`src/rtl/uart_pkg.sv`:
```
// Shared definitions for the parametrised UART transmitter: parity encodings,
// transmitter FSM states and a frame-length helper.
package uart_pkg;

    localparam int PAR_NONE = 0;
    localparam int PAR_ODD  = 1;
    localparam int PAR_EVEN = 2;

    typedef enum logic [2:0] {
        S_IDLE,
        S_START,
        S_DATA,
        S_PARITY,
        S_STOP
    } uart_state_e;

    // Clocks occupied by one complete frame on the line.
    function automatic int frame_clocks(input int clk_div, input int data_bits,
                                        input int parity, input int stop_bits);
        return clk_div * (1 + data_bits + ((parity != PAR_NONE) ? 1 : 0) + stop_bits);
    endfunction

endpackage

```
`src/rtl/sync_fifo.sv`:
```
// Single-clock FIFO with combinational read data and an occupancy count one bit
// wider than the pointers, so full and empty are unambiguous.
module sync_fifo #(
    parameter int WIDTH = 8,
    parameter int DEPTH = 4
) (
    input  logic                     clk,
    input  logic                     rst,
    input  logic                     push,
    input  logic                     pop,
    input  logic [WIDTH-1:0]         din,
    output logic [WIDTH-1:0]         dout,
    output logic                     full,
    output logic                     empty,
    output logic [$clog2(DEPTH):0]   level
);

    localparam int AW = $clog2(DEPTH);

    logic [WIDTH-1:0] mem [DEPTH];
    logic [AW-1:0]    wr_ptr;
    logic [AW-1:0]    rd_ptr;
    logic             do_push;
    logic             do_pop;

    assign full    = (level == (AW+1)'(DEPTH));
    assign empty   = (level == '0);
    assign do_push = push && !full;
    assign do_pop  = pop && !empty;
    assign dout    = mem[rd_ptr];

    always_ff @(posedge clk or posedge rst) begin
        if (rst) begin
            wr_ptr <= '0;
            rd_ptr <= '0;
            level  <= '0;
        end else begin
            if (do_push) wr_ptr <= wr_ptr + AW'(1);
            if (do_pop)  rd_ptr <= rd_ptr + AW'(1);
            case ({do_push, do_pop})
                2'b10:   level <= level + (AW+1)'(1);
                2'b01:   level <= level - (AW+1)'(1);
                default: level <= level;
            endcase
        end
    end

    // Storage needs no reset: flushing the pointers discards the contents.
    always_ff @(posedge clk) begin
        if (do_push) mem[wr_ptr] <= din;
    end

endmodule

```
`src/rtl/uart_tx_fifo.sv`:
```
// UART transmitter with a small character queue in front of it. Frame format
// (data width, parity, stop bits) and bit period are fixed at elaboration.
module uart_tx_fifo
    import uart_pkg::*;
#(
    parameter int CLK_DIV    = 11,
    parameter int DATA_BITS  = 8,
    parameter int PARITY     = 0,
    parameter int STOP_BITS  = 1,
    parameter int FIFO_DEPTH = 4
) (
    input  logic                          clk,
    input  logic                          rst,
    input  logic                          tx_valid,
    input  logic [DATA_BITS-1:0]          tx_data,
    output logic                          tx_ready,
    output logic                          tx,
    output logic                          busy,
    output logic [$clog2(FIFO_DEPTH):0]   fifo_level
);

    localparam int TW = (CLK_DIV > 1) ? $clog2(CLK_DIV) : 1;
    localparam int CW = $clog2(DATA_BITS);
    localparam logic [TW-1:0] TIMER_MAX = TW'(CLK_DIV - 1);
    localparam logic [CW-1:0] LAST_DATA = CW'(DATA_BITS - 1);
    localparam logic [CW-1:0] LAST_STOP = CW'(STOP_BITS - 1);

    if (DATA_BITS < 5 || DATA_BITS > 9) begin : g_bad_data_bits
        $error("uart_tx_fifo: DATA_BITS must be 5..9");
    end
    if (PARITY != PAR_NONE && PARITY != PAR_ODD && PARITY != PAR_EVEN) begin : g_bad_parity
        $error("uart_tx_fifo: PARITY must be 0, 1 or 2");
    end
    if (STOP_BITS != 1 && STOP_BITS != 2) begin : g_bad_stop_bits
        $error("uart_tx_fifo: STOP_BITS must be 1 or 2");
    end
    if (CLK_DIV < 1) begin : g_bad_clk_div
        $error("uart_tx_fifo: CLK_DIV must be at least 1");
    end
    if (FIFO_DEPTH < 2 || (FIFO_DEPTH & (FIFO_DEPTH - 1)) != 0) begin : g_bad_depth
        $error("uart_tx_fifo: FIFO_DEPTH must be a power of two >= 2");
    end

    uart_state_e          state, state_next;
    logic [TW-1:0]        timer, timer_next;
    logic [CW-1:0]        bit_cnt, bit_cnt_next;
    logic [DATA_BITS-1:0] shift_reg, shift_next;
    logic                 par_bit, par_next;
    logic                 tx_next;
    logic                 start_frame;
    logic                 pop;
    logic                 bit_done;
    logic                 fifo_full;
    logic                 fifo_empty;
    logic [DATA_BITS-1:0] fifo_dout;

    // tx_valid/tx_ready: a character transfers on every clk edge where both are
    // high; tx_ready depends only on the registered fill level, never on tx_valid.
    assign tx_ready = !fifo_full;
    assign busy     = (state != S_IDLE);
    assign bit_done = (timer == '0);

    sync_fifo #(
        .WIDTH (DATA_BITS),
        .DEPTH (FIFO_DEPTH)
    ) u_fifo (
        .clk   (clk),
        .rst   (rst),
        .push  (tx_valid && tx_ready),
        .pop   (pop),
        .din   (tx_data),
        .dout  (fifo_dout),
        .full  (fifo_full),
        .empty (fifo_empty),
        .level (fifo_level)
    );

    always_comb begin
        state_next   = state;
        timer_next   = timer;
        bit_cnt_next = bit_cnt;
        shift_next   = shift_reg;
        par_next     = par_bit;
        tx_next      = 1'b1;
        start_frame  = 1'b0;
        pop          = 1'b0;

        case (state)
            S_IDLE: begin
                start_frame = !fifo_empty;
            end
            S_START: begin
                tx_next = 1'b0;
                if (bit_done) begin
                    state_next   = S_DATA;
                    timer_next   = TIMER_MAX;
                    bit_cnt_next = '0;
                end else begin
                    timer_next = timer - TW'(1);
                end
            end
            S_DATA: begin
                tx_next = shift_reg[0];
                if (bit_done) begin
                    shift_next = shift_reg >> 1;
                    timer_next = TIMER_MAX;
                    if (bit_cnt == LAST_DATA) begin
                        state_next   = (PARITY != PAR_NONE) ? S_PARITY : S_STOP;
                        bit_cnt_next = '0;
                    end else begin
                        bit_cnt_next = bit_cnt + CW'(1);
                    end
                end else begin
                    timer_next = timer - TW'(1);
                end
            end
            S_PARITY: begin
                tx_next = par_bit;
                if (bit_done) begin
                    state_next   = S_STOP;
                    timer_next   = TIMER_MAX;
                    bit_cnt_next = '0;
                end else begin
                    timer_next = timer - TW'(1);
                end
            end
            S_STOP: begin
                if (bit_done) begin
                    if (bit_cnt == LAST_STOP) begin
                        // Chain straight into the next start bit when work is queued.
                        if (fifo_empty) state_next = S_IDLE;
                        else            start_frame = 1'b1;
                    end else begin
                        bit_cnt_next = bit_cnt + CW'(1);
                        timer_next   = TIMER_MAX;
                    end
                end else begin
                    timer_next = timer - TW'(1);
                end
            end
            default: begin
                state_next = S_IDLE;
            end
        endcase

        if (start_frame) begin
            pop          = 1'b1;
            state_next   = S_START;
            timer_next   = TIMER_MAX;
            bit_cnt_next = '0;
            shift_next   = fifo_dout;
            par_next     = (PARITY == PAR_ODD) ? ~^fifo_dout : ^fifo_dout;
        end
    end

    // tx is the registered image of the current state's line level, so it trails
    // the FSM by one clock and never glitches.
    always_ff @(posedge clk or posedge rst) begin
        if (rst) begin
            state     <= S_IDLE;
            timer     <= '0;
            bit_cnt   <= '0;
            shift_reg <= '0;
            par_bit   <= 1'b0;
            tx        <= 1'b1;
        end else begin
            state     <= state_next;
            timer     <= timer_next;
            bit_cnt   <= bit_cnt_next;
            shift_reg <= shift_next;
            par_bit   <= par_next;
            tx        <= tx_next;
        end
    end

endmodule

```
`config.mk`:
```
export PLATFORM = sky130hd
export DESIGN_NAME = uart_tx_fifo
export DESIGN_NICKNAME = d
export VERILOG_FILES = /design/src/rtl/uart_pkg.sv /design/src/rtl/sync_fifo.sv /design/src/rtl/uart_tx_fifo.sv
export SDC_FILE = /design/constraint.sdc
export NUM_CORES = 1
export LEC_CHECK = 0
export ABC_AREA = 0
export BUFFER_PORTS_ARGS = -buffer_cell sky130_fd_sc_hd__buf_2
export CAP_MARGIN = 20
export CORE_MARGIN = 5
export CORE_UTILIZATION = 63
export CTS_CLUSTER_DIAMETER = 200
export CTS_CLUSTER_SIZE = 24
export DETAILED_ROUTE_END_ITERATION = 10
export PLACE_DENSITY = 0.79
export SKIP_CTS_REPAIR_TIMING = 1
export SKIP_LAST_GASP = 1
export SYNTH_ARGS = -nofsm -noshare
export SYNTH_HDL_FRONTEND = slang
export SYNTH_HIERARCHICAL = 1
export SYNTH_SLANG_ARGS = --single-unit
```
`constraint.sdc`:
```
create_clock -name clk -period 6.4 [get_ports clk]
set_clock_uncertainty 0.2 [all_clocks]
set_input_delay 0.32 -clock clk [delete_from_list [all_inputs] [get_ports clk]]
set_output_delay 0.32 -clock clk [all_outputs]
set_load 0.02 [all_outputs]
```
==> run metrics, run 1 <==
outcome finished, final reports clean; Die X 77.4 µm; Peak supply drop 0.000284 V; RSZ-0062 raised after global routing false; top post-synthesis cells by area edfxtp_1, dfrtp_1, mux2_4, mux4_2, ha_1; DR WL/cell 17.3 µm; pwr dens 531 nW/µm²; internal power 0.00118 W; Port Buf Inserts 16; drt total wl 4840 µm; Yosys cell types 44; Tightest Hold Check Type in -> reg; Syn Std Cell Area 2860 µm²; htree depth 3; largest net degree at the start of global routing 21; GRT Total Usage 17.9%; post-synthesis sequential area ratio 57.2%; placer congestion estimate 0.816; Max-Cap Viols 0; synthesized flop and latch total 59; Worst path top cell family by delay adder cells; final hold viol count 0; crit path launch type flop; CP max stage delay 0.47 ns; Max Freq ~300 MHz; Yosys warning count 6; 1st-pass router iterations 6; Static Leak about 1.4 nW; total gr overflow 0; site row count 24; switching share of power 31.9%; Worst Setup Path Type reg -> reg; Worst Setup End Kind flop; critical path arrival between 3 and 4 ns; Comb pwr share 37.2%; Seq pwr share 37.6%; insertion delay to the later sink of the worst-skew pair 0.32 ns; Tmin final about 3.3 ns; Sink Count 59; commonest non-fill, non-tap cell in the layout edfxtp_1; total power 0.00173 W; prevailing post-synth register cell edfxtp_1; setup TNS 0 ns; Tcrit/Tclk final 52.3%; number of enable flip-flop cells after synthesis 32; Routed Antenna Nets 0; Max stage delay cell, worst path nor3b_1; Area Overhead vs Synth 13.7%; CTS tree built; Psw 0.000551 W; share of layout cells above drive strength 1 27.8%; Crit path buffers/inverters 3; initial core utilization 65.3%; syn_nets approximately 220; Worst-Margin Slew ~0.77 ns; Die Y 77.4 µm; area leader, netlist edfxtp_1; IO Pins 17; post-synth top area share 33.6%; Syn Inst Count 200; clock root buffer clkbuf_8; first-pass GRT wire length around 8200 µm; drt initial violations 91; max reg flops 32; worst path required time around 6.5 ns; number of global-route vias before repair 1686; asr flop ratio synth 45.8%; core area 4380 µm²; antenna cells 0; Clk pin slew, worst setup/hold paths 0.07 ns; Final nets 244; via/cell ratio 5.70; most frequent cells in the layout edfxtp_1, dfrtp_1, inv_1, buf_2, mux2_4; Syn Area/Cell 14.3 µm²; clk buf depth 2; setup violators final 0; most used cell, CP inv_1; DP HPWL 3370 µm; Clock Power Share 25.3%; CP Cell Sequence inv_1, ha_1, nor3b_1, nand2_1, a21o_1, inv_1, o31a_2, ha_1, inv_1, fa_1, xor2_1, nor2_1, xor2_1; vias 1589; Max Slew Vio Count 0; initial antenna violation count 0; DRC 0; Die Footprint between 5000 and 6000 µm²; total CTS buffers 9; Worst slew margin approximately half; CP max FO 13
## power by group through the flow
stage               Combinational (W)  Sequential (W)  Clock (W)
global placement             0.000610        0.000641          0
CTS                          0.000646        0.000649   0.000443
global route                 0.000714        0.000668   0.000465
detailed placement           0.000642        0.000654          0
floorplan                    0.000553        0.000606          0
finish                       0.000642        0.000649   0.000436
## metal layers
layer | track usage (%) | vias up | wire length [µm] | part of all wire, %
met3 | 3.36 | 8 | 144 | 3.0
met2 | 29.0 | 33 | 2530 | 52
met4 | 8.59 | 0 | 87 | 1.8
met5 | 0 | - | 0 | 0
met1 | 23.2 | 789 | 2070 | 43
li1 | - | 759 | - | -
## cells in the mapped netlist, types with 2 or more instances
library cell / number
a21oi_1: 2
dfrtp_1: 26
o211ai_1: 2
xor2_1: 4
clkbuf_1: 5
mux2i_1: 2
or3_1: 3
nor2_1: 7
ha_1: 10
mux4_2: 8
edfxtp_1: 32
buf_2: 2
mux2_4: 15
inv_1: 18
nand2_1: 10
nor2b_1: 2
nor3_1: 3
nor3b_1: 2
o21ai_0: 7
o2bb2ai_1: 4
xnor2_1: 10
and2_2: 4
## per-stage QoR
step                      std cells  setup WS [ns]  util [%]  area, µm²  hold WS (ns)
after detailed placement        260           3.05      67.7       2970        0.0713
after CTS                       276           3.05      73.5       3220        -0.280
final                           279           3.05      74.2       3250        0.0175
after global routing            279           2.83      74.2       3250       0.00488
after floorplan                 200           3.34         -       2860       -0.0766
after global placement          260           3.20      67.7       2970        0.0647
## logic make-up (layout without fill, tap and decap cells)
kind of cell               Yosys count  in the layout  synth area share, %
buffers and inverters               26             53                 3.76
AOI/OAI and AO/OA                   24             24                 6.03
adders and majority gates           11             11                 5.07
xor gates and xnor gates            14             14                 4.28
DFF                                 59             59                 57.2
and+or+nand+nor                     40             40                 8.35
muxes                               26             26                 15.3
## final cells by class
type,count,area (µm²)
Tap cell,52,65.1
Timing Repair Buffer,19,110
Multi-Input combinational cell,115,1120
Sequential cell,59,1640
Clock buffer,11,131
Clock inverter,5,125
Fill cell,267,1130
Inverter,18,67.6
## path summary, 6_finish.rpt
path / slack [ns] / end / start / cells after the start
worst max-delay path: 3.05 / u_fifo/level[2] / timer[0] / 13
worst min-delay path: 0.02 / u_fifo/mem[3][3] / tx_data[3] / 1
worst max register to register: 3.05 / u_fifo/level[2] / timer[0] / 13
worst min register to register: 0.30 / par_bit / par_bit / 1
max in group asynchronous: 5.03 / timer[0] / rst / 3
min in group asynchronous: 0.28 / u_fifo/level[0] / rst / 3
(Power assumes the default switching activity.)
==> run 2: changes to the inputs <==
- CORE_UTILIZATION: 63 -> 60
- PLACE_DENSITY: 0.79 -> 0.76
- clock period: 6.4 -> 3.3 ns (I/O delays scaled with it)
==> run 2 against run 1 <==
  * Clock power rose by 56%
  * Sequential power rose by 93%
  * First-iteration DRC count is 42% higher
  * Die area is 4.3% higher
  * Routed wire length increased by 11%
  * Global-route usage hardly changed
  * Maximum frequency up 16%
  * Flip-flop and latch count unchanged
  * Combinational power grew 99%
==> run metrics, run 2 (same netlist as run 1, synthesis figures left out) <==
CTS tree built; filler cell count 307; total CTS buffers 9; RSZ-0062 raised after global routing false; met3 usage 3.74%; Sink Count 59; Tcrit/Tclk final 87.3%; Clk pin slew, worst setup/hold paths roughly 0.070 ns; placer congestion estimate 0.790; GRT Total Usage between 10% and 20%; placed instance count 264; Max Slew Vio Count 0; Worst path top cell family by delay adder cells; Fin Hold WS 0.108 ns; Final nets between 200 and 300; largest net degree at the start of global routing 21; DR WL/cell around 19 µm; site row count 25; commonest non-fill, non-tap cell in the layout edfxtp_1; number of global-route vias before repair 1789; Routed Antenna Nets 0; final hold viol count 0; Die Y 79.1 µm; Worst-Margin Slew 0.768 ns; drt total wl around 5400 µm; Crit path buffers/inverters 3; max reg flops 32; vias around 1700; Max Freq 347 MHz; DRC 0; Port Buf Inserts 16; IO Pins 17; insertion delay to the later sink of the worst-skew pair 0.33 ns; Die Footprint 6250 µm²; share of layout cells above drive strength 1 between 20% and 30%; setup TNS 0 ns; met2 usage 29.9%; initial core utilization 61.0%; Tmin final 2.88 ns; most used cell, CP inv_1; Worst Setup End Kind flop; clk buf depth 2; DP HPWL 3500 µm; setup violators final 0; Worst Setup Path Type reg -> reg; outcome finished, final reports clean; Tightest Hold Check Type in -> async; CP max FO 4; Area Overhead vs Synth 14.6%; CP Cell Sequence inv_1, ha_1, nor3b_1, nand2_1, a21o_1, inv_1, o31a_2, ha_1, inv_1, fa_1, xor2_1, nor2_1, xor2_1; worst path required time 3.36 ns; Peak supply drop 0.000546 V; grt met1 use 22.3%; Worst slew margin 48.8%; pwr dens just under 1000 nW/µm²; CP max stage delay 0.43 ns; first-pass GRT wire length 8520 µm; Static Leak 1.38 nW; total gr overflow 0; Finished Layout Cells 289; clock root buffer clkbuf_8; core area 4690 µm²; post-place setup slack 0.413 ns; Max-Cap Viols 0; Die X around 80 µm; htree depth 3; crit path launch type flop; via/cell ratio 5.75; drt initial violations 129; initial antenna violation count 0; antenna cells 0; worst setup margin 0.420 ns; Max stage delay cell, worst path dfrtp_1; 1st-pass router iterations 4; most frequent cells in the layout edfxtp_1, dfrtp_1, inv_1, buf_2, mux2_4; critical path arrival approximately 3 ns; GRT Max-Usage Layer met2
==> run 2: tightest hold or removal path, delay by kind of cell <==
family | cells | cell delay (ns)
buffers and inverters | 3 | 0.86
==> run 2: area by class of cell <==
cell class                 count  area (µm²)  share of cell area [%]
multi-input combinational    115        1120                    34.0
tap                           54        67.6                    2.06
clock inverter                 7        82.6                    2.52
clock buffer                   9         124                    3.78
timing repair buffer          27         185                    5.64
inverter                      18        67.6                    2.06
sequential                    59        1640                    49.9
==> run 2: routing by layer <==
layer | wire length, µm | vias to the layer above
li1 | - | 784
met1 | 2260 | 835
met3 | 165 | 10
met2 | 2860 | 32
met5 | 0 | -
met4 | 69 | 0
==> run 2: where the power goes <==
| group | switching (W) | internal, W |
|---|---|---|
| combinational | 0.000598 | 0.000687 |
| clock | 0.000319 | 0.000362 |
| sequential | 0.000226 | 0.00103 |
| total | 0.00114 | 0.00208 |
==> run 2: per-stage QoR <==
stage               area (µm²)  total power, W  utilization (%)
floorplan                 2860         0.00225                -
global placement          2980         0.00244             63.6
detailed placement        2980         0.00254             63.6
CTS                       3190         0.00322             68.0
global route              3280         0.00342             69.9
finish                    3280         0.00322             69.9
==> run 2: final timing paths <==
kind,start,end,slack (ns),cells after the start
hold / removal,rst,u_fifo/level[2],0.11,3
setup reg to reg,timer[1],u_fifo/level[2],0.42,13
setup / recovery,timer[1],u_fifo/level[2],0.42,13
min in group clk,tx_valid,u_fifo/wr_ptr[0],0.15,4
max in group asynchronous,rst,shift_reg[5],2.10,3
hold reg to reg,par_bit,par_bit,0.32,1
==> run 3: changes to the inputs <==
- CORE_ASPECT_RATIO: not set -> 0.7
- GPL_TIMING_DRIVEN: not set -> 0
==> run 3 against run 2 <==
  * First-iteration DRC count is 15% higher
  * Worst hold slack improved by 0.024 ns
  * Combinational power increased by 9%
  * Core utilization rose by 0.44 points
  * Routed wire length down 3.1%
  * Non-clock buffer count up 7
  * Register-to-register slack worse by 0.28 ns
  * Clock power decreased by 13%
  * Cell count grew 3.5%
  * Critical path type unchanged
  * Largest power group unchanged
==> run metrics, run 3 (same netlist as run 1, synthesis figures left out) <==
Psw about 0.0012 W; Max stage delay cell, worst path dfrtp_1; initial antenna violation count 0; Die Footprint about 6300 µm²; flop-to-flop setup slack 0.14 ns; clk buf depth 2; htree depth 3; Max Slew Vio Count 0; worst path required time roughly 3.4 ns; Worst Setup Path Type reg -> reg; most used cell, CP inv_1; Max-Cap Viols 0; Worst R2R Start timer[0]; share of layout cells above drive strength 1 29.8%; Final nets between 200 and 300; most frequent cells in the layout edfxtp_1, dfrtp_1, buf_2, inv_1, mux2_4; CTS tree built; outcome finished, final reports clean; DRC 0; Area Overhead vs Synth 15.7%; Tcrit/Tclk final between 90% and 100%; vias between 1500 and 2000; commonest non-fill, non-tap cell in the layout edfxtp_1; site row count 21; critical path arrival 3.23 ns; Seq pwr share 37.3%; Worst-Margin Slew 0.770 ns; Clk pin slew, worst setup/hold paths approximately 0.070 ns; placer congestion estimate 0.811; 1st-pass router iterations 4; insertion delay to the later sink of the worst-skew pair 0.33 ns; via/cell ratio 5.75; total gr overflow 0; Tmin final about 3.2 ns; antenna cells 0; Max Freq 316 MHz; placed cell area 3010 µm²; DR WL/cell 17.3 µm; Comb pwr share 44.1%; fin area 3310 µm²; CP max stage delay 0.40 ns; drt initial violations 148; CP max FO 10; Reg-to-Reg End u_fifo/level[2]; pwr dens about 960 nW/µm²; Routed Antenna Nets 0; total CTS buffers 9; IO Pins 17; switching share of power 36.4%; number of global-route vias before repair 1721; final hold viol count 0; max reg flops 32; utilization after layout a little over two thirds; clock root buffer clkbuf_8; largest net degree at the start of global routing 21; crit path from timer[0]; Tightest Hold Check Type in -> async; internal power 0.00202 W; Sink Count 59; drt total wl 5190 µm; crit path launch type flop; Port Buf Inserts 16; Critical Path End u_fifo/level[2]; Worst Reg-to-Reg Cells 14; multi-input logic area 1130 µm²; Peak supply drop 0.000571 V; Worst slew margin 48.6%; Static Leak 1.38 nW; Die Y 67.8 µm; setup violators final 0; Die X 92.5 µm; core area 4700 µm²; first-pass GRT wire length between 8000 and 9000 µm; initial core utilization 60.8%; GRT Total Usage 17.8%; register area 1640 µm²; Fin Hold WS 0.133 ns; filler cell count approximately 300; setup TNS 0 ns; Worst Setup End Kind flop; DP HPWL between 3000 and 4000 µm; Clock Power Share between 10% and 20%; CP Cell Sequence inv_1, ha_1, nor3b_4, nand2_1, a21o_1, buf_2, inv_1, o31a_2, ha_1, inv_1, fa_1, xor2_1, nor2_1, xor2_1
run 3: cell types whose count changed in the layout (fill, tap and decap cells not counted), moves of 2 or more:
cell	before	now
inv_6	4	2
clkbuf_1	0	5
clkinv_4	2	4
buf_2	16	18
run 3: critical path, delay by kind of cell, from the launching register on:
kind	cells	cell delay, ns
AND/OR/NAND/NOR	3	0.45
XOR/XNOR	2	0.30
adder cells (fa/ha/maj)	3	0.79
flip-flops	1	0.40
buffers and inverters	4	0.53
AO/OA/AOI/OAI	2	0.43
run 3: power groups by stage:
stage / logic, W / clock network (W) / registers, W
3_3_place_gp: 0.00131 / 0 / 0.00116
5_1_grt: 0.00152 / 0.000641 / 0.00121
3_5_place_dp: 0.00138 / 0 / 0.00119
2_1_floorplan: 0.00107 / 0 / 0.00118
4_1_cts: 0.00139 / 0.000605 / 0.00117
6_report: 0.00140 / 0.000593 / 0.00118
run 3: worst min-delay path by stage:
| stage | slack [ns] | startpoint | to | cells after the start |
|---|---|---|---|---|
| 2_1_floorplan | -0.23 | rst | u_fifo/level[0] | 1 |
| 3_3_place_gp | -0.09 | rst | u_fifo/rd_ptr[0] | 2 |
| 3_5_place_dp | -0.08 | rst | u_fifo/rd_ptr[0] | 2 |
| 4_1_cts | -0.44 | rst | u_fifo/rd_ptr[0] | 2 |
| 5_1_grt | 0.15 | tx_valid | u_fifo/wr_ptr[0] | 4 |
| 6_report | 0.13 | rst | u_fifo/rd_ptr[1] | 3 |
run 3: layer usage:
metal  global-route usage [%]  share of wire (%)
met5                        0                  0
met4                     5.00                1.0
met3                     6.46                5.7
met2                     28.3                 48
met1                     23.4                 45
run 3: through the flow:
step | cells | total power, W | setup slack (ns)
2_1_floorplan | 200 | 0.00225 | 0.244
3_3_place_gp | 273 | 0.00247 | -0.107
3_5_place_dp | 273 | 0.00256 | -0.246
4_1_cts | 289 | 0.00317 | -0.283
5_1_grt | 299 | 0.00337 | -0.0331
6_report | 299 | 0.00318 | 0.136
run 3: layout make-up:
type,instances,area share [%]
clock buffer,9,3.74
clock inverter,7,1.81
buffer,8,1.21
tap,57,2.16
inverter,18,2.04
timing repair buffer,26,5.37
sequential,59,49.5
multi-input combinational,115,34.1
